`src/rtl/muldiv_unit_pkg.sv`:
```
// rtl/muldiv_unit_pkg.sv - shared op codes and state encodings for the mul/div unit
// Purpose : md_op codes driven by the decoder, FSM state encoding and the
//           nominal division step count.
// Ports   : none (package).
package muldiv_unit_pkg;

  typedef enum logic [2:0] {
    MD_MULT  = 3'd0,
    MD_MULTU = 3'd1,
    MD_DIV   = 3'd2,
    MD_DIVU  = 3'd3,
    MD_MTHI  = 3'd4,
    MD_MTLO  = 3'd5
  } md_op_e;

  typedef enum logic [1:0] {
    S_IDLE = 2'd0,
    S_MUL  = 2'd1,
    S_DIV  = 2'd2,
    S_FIX  = 2'd3
  } md_state_e;

  // One restoring step per operand bit at the default 32-bit width.
  localparam int DIV_STEPS = 32;

endpackage

```
`src/rtl/muldiv_unit_div_core.sv`:
```
// rtl/muldiv_unit_div_core.sv - unsigned iterative restoring divider, one quotient bit per step
// Purpose : Holds the partial remainder, the dividend/quotient shift register
//           and the divisor. After WIDTH steps following a load, quotient and
//           remainder hold the unsigned result (undefined for divisor 0).
// Ports   : clk       in  clock, rising edge
//           rst       in  synchronous active-high reset
//           load      in  capture dividend/divisor, clear partial remainder
//           dividend  in  WIDTH unsigned dividend
//           divisor   in  WIDTH unsigned divisor
//           step      in  perform one restoring step
//           quotient  out WIDTH quotient
//           remainder out WIDTH remainder
module div_core #(
  parameter int WIDTH = 32
) (
  input  logic             clk,
  input  logic             rst,
  input  logic             load,
  input  logic [WIDTH-1:0] dividend,
  input  logic [WIDTH-1:0] divisor,
  input  logic             step,
  output logic [WIDTH-1:0] quotient,
  output logic [WIDTH-1:0] remainder
);

  logic [WIDTH-1:0] quo_q;
  logic [WIDTH-1:0] rem_q;
  logic [WIDTH-1:0] dvs_q;
  logic [WIDTH:0]   shifted;
  logic [WIDTH:0]   trial;

  // The dividend shifts out of the top of quo_q while quotient bits shift in
  // at the bottom, so one register serves both.
  assign shifted = {rem_q, quo_q[WIDTH-1]};
  assign trial   = shifted - {1'b0, dvs_q};

  always_ff @(posedge clk) begin
    if (rst) begin
      quo_q <= '0;
      rem_q <= '0;
      dvs_q <= '0;
    end else if (load) begin
      quo_q <= dividend;
      rem_q <= '0;
      dvs_q <= divisor;
    end else if (step) begin
      // trial[WIDTH] set means the subtraction went negative: restore.
      if (!trial[WIDTH]) begin
        rem_q <= trial[WIDTH-1:0];
      end else begin
        rem_q <= shifted[WIDTH-1:0];
      end
      quo_q <= {quo_q[WIDTH-2:0], ~trial[WIDTH]};
    end
  end

  assign quotient  = quo_q;
  assign remainder = rem_q;

endmodule

```
`src/rtl/muldiv_unit.sv`:
```
// rtl/muldiv_unit.sv - multi-cycle MULT/MULTU/DIV/DIVU engine owning the HI/LO pair
// Purpose : Execute-stage companion to the ALU. Multiply takes two edges,
//           divide takes WIDTH+2 edges; busy stalls the pipe, done pulses when
//           HI/LO were written by a MULT/DIV. MTHI/MTLO write in a single edge.
// Config  : MULDIV_FLUSH_EN adds the flush port, which aborts an in-flight op
//           and suppresses a same-cycle start.
// Ports   : clk   in  clock, rising edge
//           rst   in  synchronous active-high reset
//           start in  issue request, sampled only in IDLE
//           op    in  md_op code
//           a     in  rs operand (dividend / multiplicand / MT source)
//           b     in  rt operand (divisor / multiplier)
//           flush in  abort (only with MULDIV_FLUSH_EN)
//           busy  out high while a MULT/DIV is in flight
//           done  out one-cycle pulse after the MULT/DIV result write
//           hi    out HI register
//           lo    out LO register
module muldiv_unit
  import muldiv_unit_pkg::*;
#(
  parameter int WIDTH = 32
) (
  input  logic             clk,
  input  logic             rst,
  input  logic             start,
  input  logic [2:0]       op,
  input  logic [WIDTH-1:0] a,
  input  logic [WIDTH-1:0] b,
`ifdef MULDIV_FLUSH_EN
  input  logic             flush,
`endif
  output logic             busy,
  output logic             done,
  output logic [WIDTH-1:0] hi,
  output logic [WIDTH-1:0] lo
);

  localparam int              CNT_W     = $clog2(WIDTH + 1);
  localparam logic [CNT_W-1:0] LAST_STEP = CNT_W'(WIDTH - 1);

  md_state_e        state_q;
  logic             busy_q;
  logic             done_q;
  logic [WIDTH-1:0] hi_q;
  logic [WIDTH-1:0] lo_q;
  logic [CNT_W-1:0] cnt_q;
  logic [WIDTH-1:0] a_q;
  logic [WIDTH-1:0] b_q;
  logic             mul_signed_q;
  logic             neg_quo_q;
  logic             neg_rem_q;
  logic             div_zero_q;

  logic             kill;
  logic             is_div_op;
  logic             a_neg;
  logic             b_neg;
  logic [WIDTH-1:0] a_abs;
  logic [WIDTH-1:0] b_abs;
  logic             div_load;
  logic             div_step;
  logic [WIDTH-1:0] quo_raw;
  logic [WIDTH-1:0] rem_raw;
  logic [WIDTH-1:0] quo_fix_d;
  logic [WIDTH-1:0] rem_fix_d;
  logic [2*WIDTH-1:0] a_ext;
  logic [2*WIDTH-1:0] b_ext;
  logic [2*WIDTH-1:0] product_d;

`ifdef MULDIV_FLUSH_EN
  assign kill = flush;
`else
  assign kill = 1'b0;
`endif

  // Operand magnitudes for the unsigned core; DIVU passes raw values.
  assign is_div_op = (op == MD_DIV) || (op == MD_DIVU);
  assign a_neg     = (op == MD_DIV) && a[WIDTH-1];
  assign b_neg     = (op == MD_DIV) && b[WIDTH-1];
  assign a_abs     = a_neg ? (~a + 1'b1) : a;
  assign b_abs     = b_neg ? (~b + 1'b1) : b;

  assign div_load  = (state_q == S_IDLE) && start && is_div_op && !kill;
  assign div_step  = (state_q == S_DIV) && !kill;

  div_core #(.WIDTH(WIDTH)) u_div_core (
    .clk       (clk),
    .rst       (rst),
    .load      (div_load),
    .dividend  (a_abs),
    .divisor   (b_abs),
    .step      (div_step),
    .quotient  (quo_raw),
    .remainder (rem_raw)
  );

  // Quotient negates on differing signs; remainder follows the dividend.
  // 0x80000000 / -1 falls out naturally: magnitude 0x80000000 negates to itself.
  assign quo_fix_d = neg_quo_q ? (~quo_raw + 1'b1) : quo_raw;
  assign rem_fix_d = neg_rem_q ? (~rem_raw + 1'b1) : rem_raw;

  // Extending both operands to 2*WIDTH makes the low half of one product
  // correct for signed and unsigned alike.
  assign a_ext     = mul_signed_q ? {{WIDTH{a_q[WIDTH-1]}}, a_q} : {{WIDTH{1'b0}}, a_q};
  assign b_ext     = mul_signed_q ? {{WIDTH{b_q[WIDTH-1]}}, b_q} : {{WIDTH{1'b0}}, b_q};
  assign product_d = a_ext * b_ext;

  always_ff @(posedge clk) begin
    if (rst) begin
      state_q      <= S_IDLE;
      busy_q       <= 1'b0;
      done_q       <= 1'b0;
      hi_q         <= '0;
      lo_q         <= '0;
      cnt_q        <= '0;
      a_q          <= '0;
      b_q          <= '0;
      mul_signed_q <= 1'b0;
      neg_quo_q    <= 1'b0;
      neg_rem_q    <= 1'b0;
      div_zero_q   <= 1'b0;
    end else begin
      done_q <= 1'b0;
      if (kill) begin
        // Abort wins over any pending write or new issue.
        state_q <= S_IDLE;
        busy_q  <= 1'b0;
      end else begin
        case (state_q)
          S_IDLE: begin
            if (start) begin
              case (op)
                MD_MULT, MD_MULTU: begin
                  a_q          <= a;
                  b_q          <= b;
                  mul_signed_q <= (op == MD_MULT);
                  state_q      <= S_MUL;
                  busy_q       <= 1'b1;
                end
                MD_DIV, MD_DIVU: begin
                  a_q        <= a;
                  b_q        <= b;
                  neg_quo_q  <= a_neg ^ b_neg;
                  neg_rem_q  <= a_neg;
                  div_zero_q <= (b == '0);
                  cnt_q      <= '0;
                  state_q    <= S_DIV;
                  busy_q     <= 1'b1;
                end
                MD_MTHI: hi_q <= a;
                MD_MTLO: lo_q <= a;
                default: ;
              endcase
            end
          end
          S_MUL: begin
            {hi_q, lo_q} <= product_d;
            state_q      <= S_IDLE;
            busy_q       <= 1'b0;
            done_q       <= 1'b1;
          end
          S_DIV: begin
            cnt_q <= cnt_q + CNT_W'(1);
            if (cnt_q == LAST_STEP) begin
              state_q <= S_FIX;
            end
          end
          S_FIX: begin
            if (div_zero_q) begin
              lo_q <= '1;
              hi_q <= a_q;
            end else begin
              lo_q <= quo_fix_d;
              hi_q <= rem_fix_d;
            end
            state_q <= S_IDLE;
            busy_q  <= 1'b0;
            done_q  <= 1'b1;
          end
          default: begin
            state_q <= S_IDLE;
            busy_q  <= 1'b0;
          end
        endcase
      end
    end
  end

  assign busy = busy_q;
  assign done = done_q;
  assign hi   = hi_q;
  assign lo   = lo_q;

endmodule

```
`config.mk`:
```
export PLATFORM = sky130hd
export DESIGN_NAME = muldiv_unit
export DESIGN_NICKNAME = d
export VERILOG_FILES = /design/src/rtl/muldiv_unit_pkg.sv /design/src/rtl/muldiv_unit_div_core.sv /design/src/rtl/muldiv_unit.sv
export SDC_FILE = /design/constraint.sdc
export NUM_CORES = 2
export LEC_CHECK = 0
export BUFFER_PORTS_ARGS = -buffer_cell sky130_fd_sc_hd__buf_2
export CORE_MARGIN = 10
export CORE_UTILIZATION = 60
export CTS_BUF_LIST = sky130_fd_sc_hd__clkbuf_16
export DETAILED_ROUTE_END_ITERATION = 6
export PLACE_DENSITY = 0.77
export SLEW_MARGIN = 20
export SYNTH_ARGS = -nofsm -noshare
export SYNTH_HDL_FRONTEND = slang
export SYNTH_SLANG_ARGS = --single-unit
```
`constraint.sdc`:
```
create_clock -name clk -period 16.2 [get_ports clk]
set_input_delay 4.86 -clock clk [delete_from_list [all_inputs] [get_ports clk]]
set_output_delay 4.86 -clock clk [all_outputs]
set_load 0.1 [all_outputs]
```
# After elaboration in Yosys (flattened, before gate mapping)
# Index checks and enable logic that the tools add are counted.
# word_totals
reg_bits,238
latchBits,0
ramBits,0
romBits,0
input_bits,70
out_inout_bits,66
elab_cells,97
n_memories,0
# classes
add_sub_neg,6
mul,1
n_div,0
magnitude_cmp,0
n_eq_ne,16
n_shift,0
mux,28
bitwise,6
n_reduce_logical,25
# op_table
cell,count
2-to-1 mux 32 bit,13
case mux 32 bit (3 select lines),2
adder 32 x 1 -> 32 bit (second input constant),4
2-to-1 mux 64 bit,2
inverter 32 bit,4
multiplier 64 x 64 -> 64 bit,1
subtractor 33 x 32 -> 33 bit,1
logical NOT 32 bit,1
AND reduction 3 bit,8
2-to-1 mux 6 bit,2
case mux 6 bit (2 select lines),1
inequality test 2 x 1 -> 1 bit (second input constant),4
OR reduction 2 bit,4
adder 6 x 1 -> 6 bit (second input constant),1
equality test 3 x 2 -> 1 bit (second input constant),2
equality test 3 bit (second input constant),2
equality test 6 x 5 -> 1 bit (second input constant),1
case mux 2 bit (3 select lines),1
nonzero test 2 bit,3
equality test 2 bit (second input constant),2
logical AND 1 bit,4
2-to-1 mux 2 bit,2
inequality test 2 bit (second input constant),2
case mux 2 bit (2 select lines),1
12 further kinds,14

# Depth between registers and ports, before layout
# depth
ltp_word,5
depth_mapped,37
mapped_depth_nobuf,33

# Cells and area by module
# A second synthesis with hierarchy kept.
# unflattened
hier_cells,7030
hier_area_um2,62647.6
# modules_own_cells
module,n_inst,cells_each,area_each_um2,seq_area_each_um2
muldiv_unit,1,6272,56543.0,2842.7
div_core,1,758,6104.6,1921.8

# Least setup slack after synthesis
# Ideal clock, no wire load.
# synth_timing
path_kind,flip-flop to flip-flop
start,reg a_q[31]
end,reg hi_q[28] (netlist: hi[28])
setup_time_ps,70
t_arrival_ps,9053
required_time_ps,16130
slack_ps,7076
path_stages_with_launch,31
path_buffers,2
period_less_slack_ps,9124
path_cell_list,dfxtp_1 and2_1 clkbuf_1 clkbuf_1 nand2_1 fa_1 inv_1 fa_1 fa_1 inv_1 fa_1 inv_1 fa_1 fa_1 fa_1 fa_1 fa_1 inv_1 fa_1 inv_1 ha_1 a21oi_1 o21ai_0 a21o_1 a221o_1 a21oi_1 nor2b_1 a311oi_1 xnor2_1 nand2_1 a21oi_1
# synth_between
elab_chain_cells,3
# synth_lines
item,line,source
"start, declared",muldiv_unit.sv:47,logic [WIDTH-1:0] a_q;
"start signal, assigned",muldiv_unit.sv:116,a_q <= '0;
"start signal, assigned",muldiv_unit.sv:134,a_q <= a;
"start signal, assigned",muldiv_unit.sv:141,a_q <= a;
2-to-1 mux 64 bit,muldiv_unit.sv:104,"assign a_ext = mul_signed_q ? {{WIDTH{a_q[WIDTH-1]}}, a_q} : {{WIDTH{1'b0}}, a_q};"
multiplier 64 x 64 -> 64 bit,muldiv_unit.sv:106,assign product_d = a_ext * b_ext;
case mux 32 bit (3 select lines),muldiv_unit.sv:129,case (state_q)
"end signal, assigned",muldiv_unit.sv:157,"{hi_q, lo_q} <= product_d;"
"end signal, assigned",muldiv_unit.sv:171,hi_q <= a_q;
"end signal, assigned",muldiv_unit.sv:174,hi_q <= rem_fix_d;
"end, declared",muldiv_unit.sv:44,logic [WIDTH-1:0] hi_q;
# No other way between the ends.
# A chain may end at the register's enable or synchronous reset.

# Final worst setup path
# layout_timing
start,reg mul_signed_q
end,reg hi_q[28] (netlist: hi[28])
# layout_between
elab_chain_cells,3
word_cells_on_any_way,4
cone_classes,1 x mul; 3 x mux
# layout_lines
item,line,source
"start, declared",muldiv_unit.sv:49,logic mul_signed_q;
"start signal, assigned",muldiv_unit.sv:136,mul_signed_q <= (op == MD_MULT);
"2-to-1 mux 64 bit, on equally long branches","muldiv_unit.sv:104, muldiv_unit.sv:105",
multiplier 64 x 64 -> 64 bit (*),muldiv_unit.sv:106,
case mux 32 bit (3 select lines) (*),muldiv_unit.sv:129,
# Every way passes the cells marked *; elsewhere a longest branch is shown, timed or not.

==> impl.org <==
** Critical path
- STA puts the critical path data required time at around 17 ns.
- The critical path is of the reg2reg type.
- At the worst endpoint, the arrival time is 10.55 ns.
- Top cell family by delay on the critical path :: adder cells
- Slowest cell on the critical path :: sky130_fd_sc_hd__fa_1
- Number of buffer and inverter stages on the critical path :: 9
- The worst register-to-register path has a setup slack of ~6.2 ns.
- Counting stages on the worst path, the most repeated cell is sky130_fd_sc_hd__fa_1.
- Largest incremental delay on the critical path :: 0.90 ns
- STA classifies the critical path startpoint as a flip-flop.
- The worst setup path is captured at a flip-flop.
- In this run the worst path has a maximum fanout of 24.

** Yosys
- Synth Register Bits :: 238
- Synth top cells by count :: sky130_fd_sc_hd__inv_1 (1603), sky130_fd_sc_hd__fa_1 (1420), sky130_fd_sc_hd__nand2_1 (853), sky130_fd_sc_hd__and2_1 (599), sky130_fd_sc_hd__clkbuf_1 (369)
- Number of enable-type register cells in the synthesized netlist :: 0
- In the synthesized netlist the dominant register cell turns out to be sky130_fd_sc_hd__dfxtp_1.
- Share of async-settable or async-resettable flops after synthesis :: 0%
- Summed over its instances, the top area cell type makes up 45.48% of the synthesized netlist area.
- Synth Cell Area :: 0.06251 mm^2
- sky130_fd_sc_hd__inv_1 is the most common cell in the netlist.
- sky130_fd_sc_hd__fa_1 takes more of the synthesized area than any other cell.
- The synthesized netlist contains 82 unique library cells.
- After synthesis, flip-flops and latches occupy ~7.6% of the total area.
- Most area-consuming cells after synthesis :: sky130_fd_sc_hd__fa_1 (45%), sky130_fd_sc_hd__inv_1 (9.6%), sky130_fd_sc_hd__dfxtp_1 (7.6%)
- Yosys printed 0 warnings.
- Synthesized netlist cell count :: 7113
- Post-Syn Nets :: 8948
- A synthesized cell averages 8.788 um^2.

** Routing
- Average routed wire per standard cell :: between 20 and 25 um
- Summing over every cut layer, the via total after detailed routing is 48600.
- Count of TritonRoute iterations in the first routing pass :: 6
- 1st-iter DRT viols :: ~4300
- The count of nets left with antenna violations once routing finished came out at 0.
- Via count normalized by instance count :: ~5.8
- The routed design has 184200 um of wire.
- Post-route DRC violation count :: 0

** STA
- The worst path needs between 9 and 10 ns of the cycle, external delays included.
- Number of endpoints failing setup at the final stage :: 0
- RSZ-0062 raised after global routing :: no
- On the final layout, the worst clock skew is 0.07269 ns.
- Final Max Slew Viols :: 0
- Hold violation count in the final report :: 0
- For this run, the top clock speed supported by timing is 100.0 MHz.
- Setup total negative slack on the finished layout was measured at 0 ns.
- At the pin with the least slew margin, the transition time is ~1.2 ns.
- The worst path uses 61.70% of the clock period.
- Measured against its own limit, the worst slew margin works out to 17.35%.

** Floorplanning
- The region available for standard cell placement spans about 0.10 mm^2.
- Die outline area :: 0.1175 mm^2
- In this run the count of I/O pins placed on the die edge is 136.
- Number of cell rows :: 118
- Chip height :: roughly 340 um
- The floorplan step set the die width to 342.8 um.
- Starting utilization of the core area :: 60.39%

** CTS
- TritonCTS built the clock tree.
- TritonCTS created 28 clock buffers.
- Post-cts hold buffer count :: 0
- For this design, the sink count on the clock tree is 238.
- At the later pin of the worst-skew pair, clock insertion delay measures between 0.6 and 0.7 ns.
- Count of H-tree levels built during CTS :: 1
- Clk buf depth :: 3
- Clock-pin slew was measured on the worst setup and hold paths at 0.06 ns.
- The number of gates resized after CTS was 0.
- Buffers inserted by post-CTS timing repair :: 0
- Clock root buffer :: sky130_fd_sc_hd__clkbuf_16

** Global routing
- First-pass GRT wire length :: a little under 300000 um
- Maximum number of pins on one net before global-route repair :: 92
- The number of antenna violations at the first check in global routing is 9.
- Summed over all layers, the global routing overflow is 0.
- Total global-route track usage :: 32.03%
- The via count of the first global-routing pass came to 51660.

** Power and ir drop
- For this design the static power due to leakage is 32.26 nW.
- The worst-case IR drop observed on VDD is 0.00009008 V.
- Power spread over the standard cell area amounts to around 35 mW/mm^2.
- Summing internal, switching and leakage power gives 0.002262 W.

** Worst hold path
- Min-delay worst type :: reg2reg

** Finish
- Layout fillers :: between 8000 and 9000
- Final instance count without filler cells :: 8361
- Post-layout util :: 62.77%
- Of the cells placed in the final design, the portion with a size suffix greater than 1 is 4.343%.
- From synthesis to final layout, the design area changed by 3.933%.
- Final nets :: slightly below 9000
- Summing all multi-input logic gate instances after layout gives 0.05021 mm^2.
- Registers take 0.004778 mm^2.
- With fillers left out, the area of the finished cells amounts to between 0.06 and 0.07 mm^2.

** Placement
- Number of cells in the design after placement :: 8308
- Detailed placement ended at an HPWL of 149800 um.
- The congestion estimate from routability-driven global placement came to 0.9852.
- Placed cell areas :: 0.06407 mm^2
- The count of buffers added on input and output ports is 135.

** Run
- # Max-Cap Violations :: 0

** Outcome
- The flow ran to the end, and the final reports show no timing, DRC or antenna violations.
-- cell type report --
| type | instances | area share (%) |
|---|---|---|
| multi-input cells | 4864 | 77.28 |
| well taps | 1380 | 2.658 |
| inverters | 1603 | 9.262 |
| flip-flops and latches | 238 | 7.355 |
| repair buffers | 223 | 2.067 |
| clock inverters | 21 | 0.2831 |
| clock buffers | 28 | 1.079 |
| diodes | 4 | 0.01541 |
-- final timing paths --
path | cells after the start | to | from
hold reg to reg | 2 | lo[22]$_SDFFE_PP0P_ | lo[22]$_SDFFE_PP0P_
setup / recovery | 32 | hi[28]$_SDFFE_PP0P_ | mul_signed_q$_SDFFE_PP0P_
setup reg to reg | 32 | hi[28]$_SDFFE_PP0P_ | mul_signed_q$_SDFFE_PP0P_
hold / removal | 2 | lo[22]$_SDFFE_PP0P_ | lo[22]$_SDFFE_PP0P_
-- report_power, final --
group,total (W),leakage [nW],switching [W],internal (W)
registers,0.000661,1.94,0.0000476,0.000614
logic,0.000969,29.9,0.000664,0.000305
clock network,0.000632,0.429,0.000286,0.000347
-- cells by family (layout without fill, tap and decap cells) --
logic type	count (synthesis)	after routing	synth area share (%)
other	0	4	0
multiplexers	19	19	0.3043
buffers and inverters	2011	1875	12.13
adder cells (fa/ha/maj)	1769	1769	52.45
flip-flops	238	238	7.623
XOR/XNOR	254	254	3.571
AND/OR/NAND/NOR	1938	1938	14.99
AO/OA/AOI/OAI	884	884	8.934
-- per-layer routing --
layer  share of wire, %  GRT usage [%]  vias up
li1                   -              -    21100
met1                 38          41.27    24730
met2                 47          52.10     2205
met3                7.9          4.712      560
met4                6.5          17.27        6
met5              0.022              0        -
-- worst min-delay path: stages, from the launching register on --
cell	delay (ns)
sky130_fd_sc_hd__dfxtp_1	0.31
sky130_fd_sc_hd__nand2_1	0.05
sky130_fd_sc_hd__a21oi_1	0.05
-- layout by cell type, fill, tap and decap left out, types with 88 or more instances in the layout --
cell type	Yosys	routed
sky130_fd_sc_hd__ha_1	345	345
sky130_fd_sc_hd__inv_1	1603	1605
sky130_fd_sc_hd__dfxtp_1	238	229
sky130_fd_sc_hd__and2_1	599	599
sky130_fd_sc_hd__xnor2_1	163	163
sky130_fd_sc_hd__nand2_1	853	851
sky130_fd_sc_hd__xor2_1	90	89
sky130_fd_sc_hd__fa_1	1420	1420
sky130_fd_sc_hd__o21ai_0	171	171
sky130_fd_sc_hd__a21oi_1	306	305
sky130_fd_sc_hd__buf_4	2	88
sky130_fd_sc_hd__nor2_1	236	234
sky130_fd_sc_hd__buf_2	8	134
-- registers in the layout, indices dropped and copies added, names as in the netlist, 2 cells and up --
register              cells
a_q                      32
b_q                      32
hi                       32
lo                       32
u_div_core.dvs_q         32
u_div_core.quotient      32
u_div_core.remainder     32
cnt_q                     6
state_q                   2
-- per-stage QoR --
step                hold slack (ns)  worst slack, ns
floorplan                    0.4319            7.076
global placement             0.4406            6.213
detailed placement           0.4409            6.183
CTS                          0.4493            6.191
global route                 0.4715            5.580
finish                       0.4487            6.205
No activity file was read; power rests on OpenSTA's default activity.
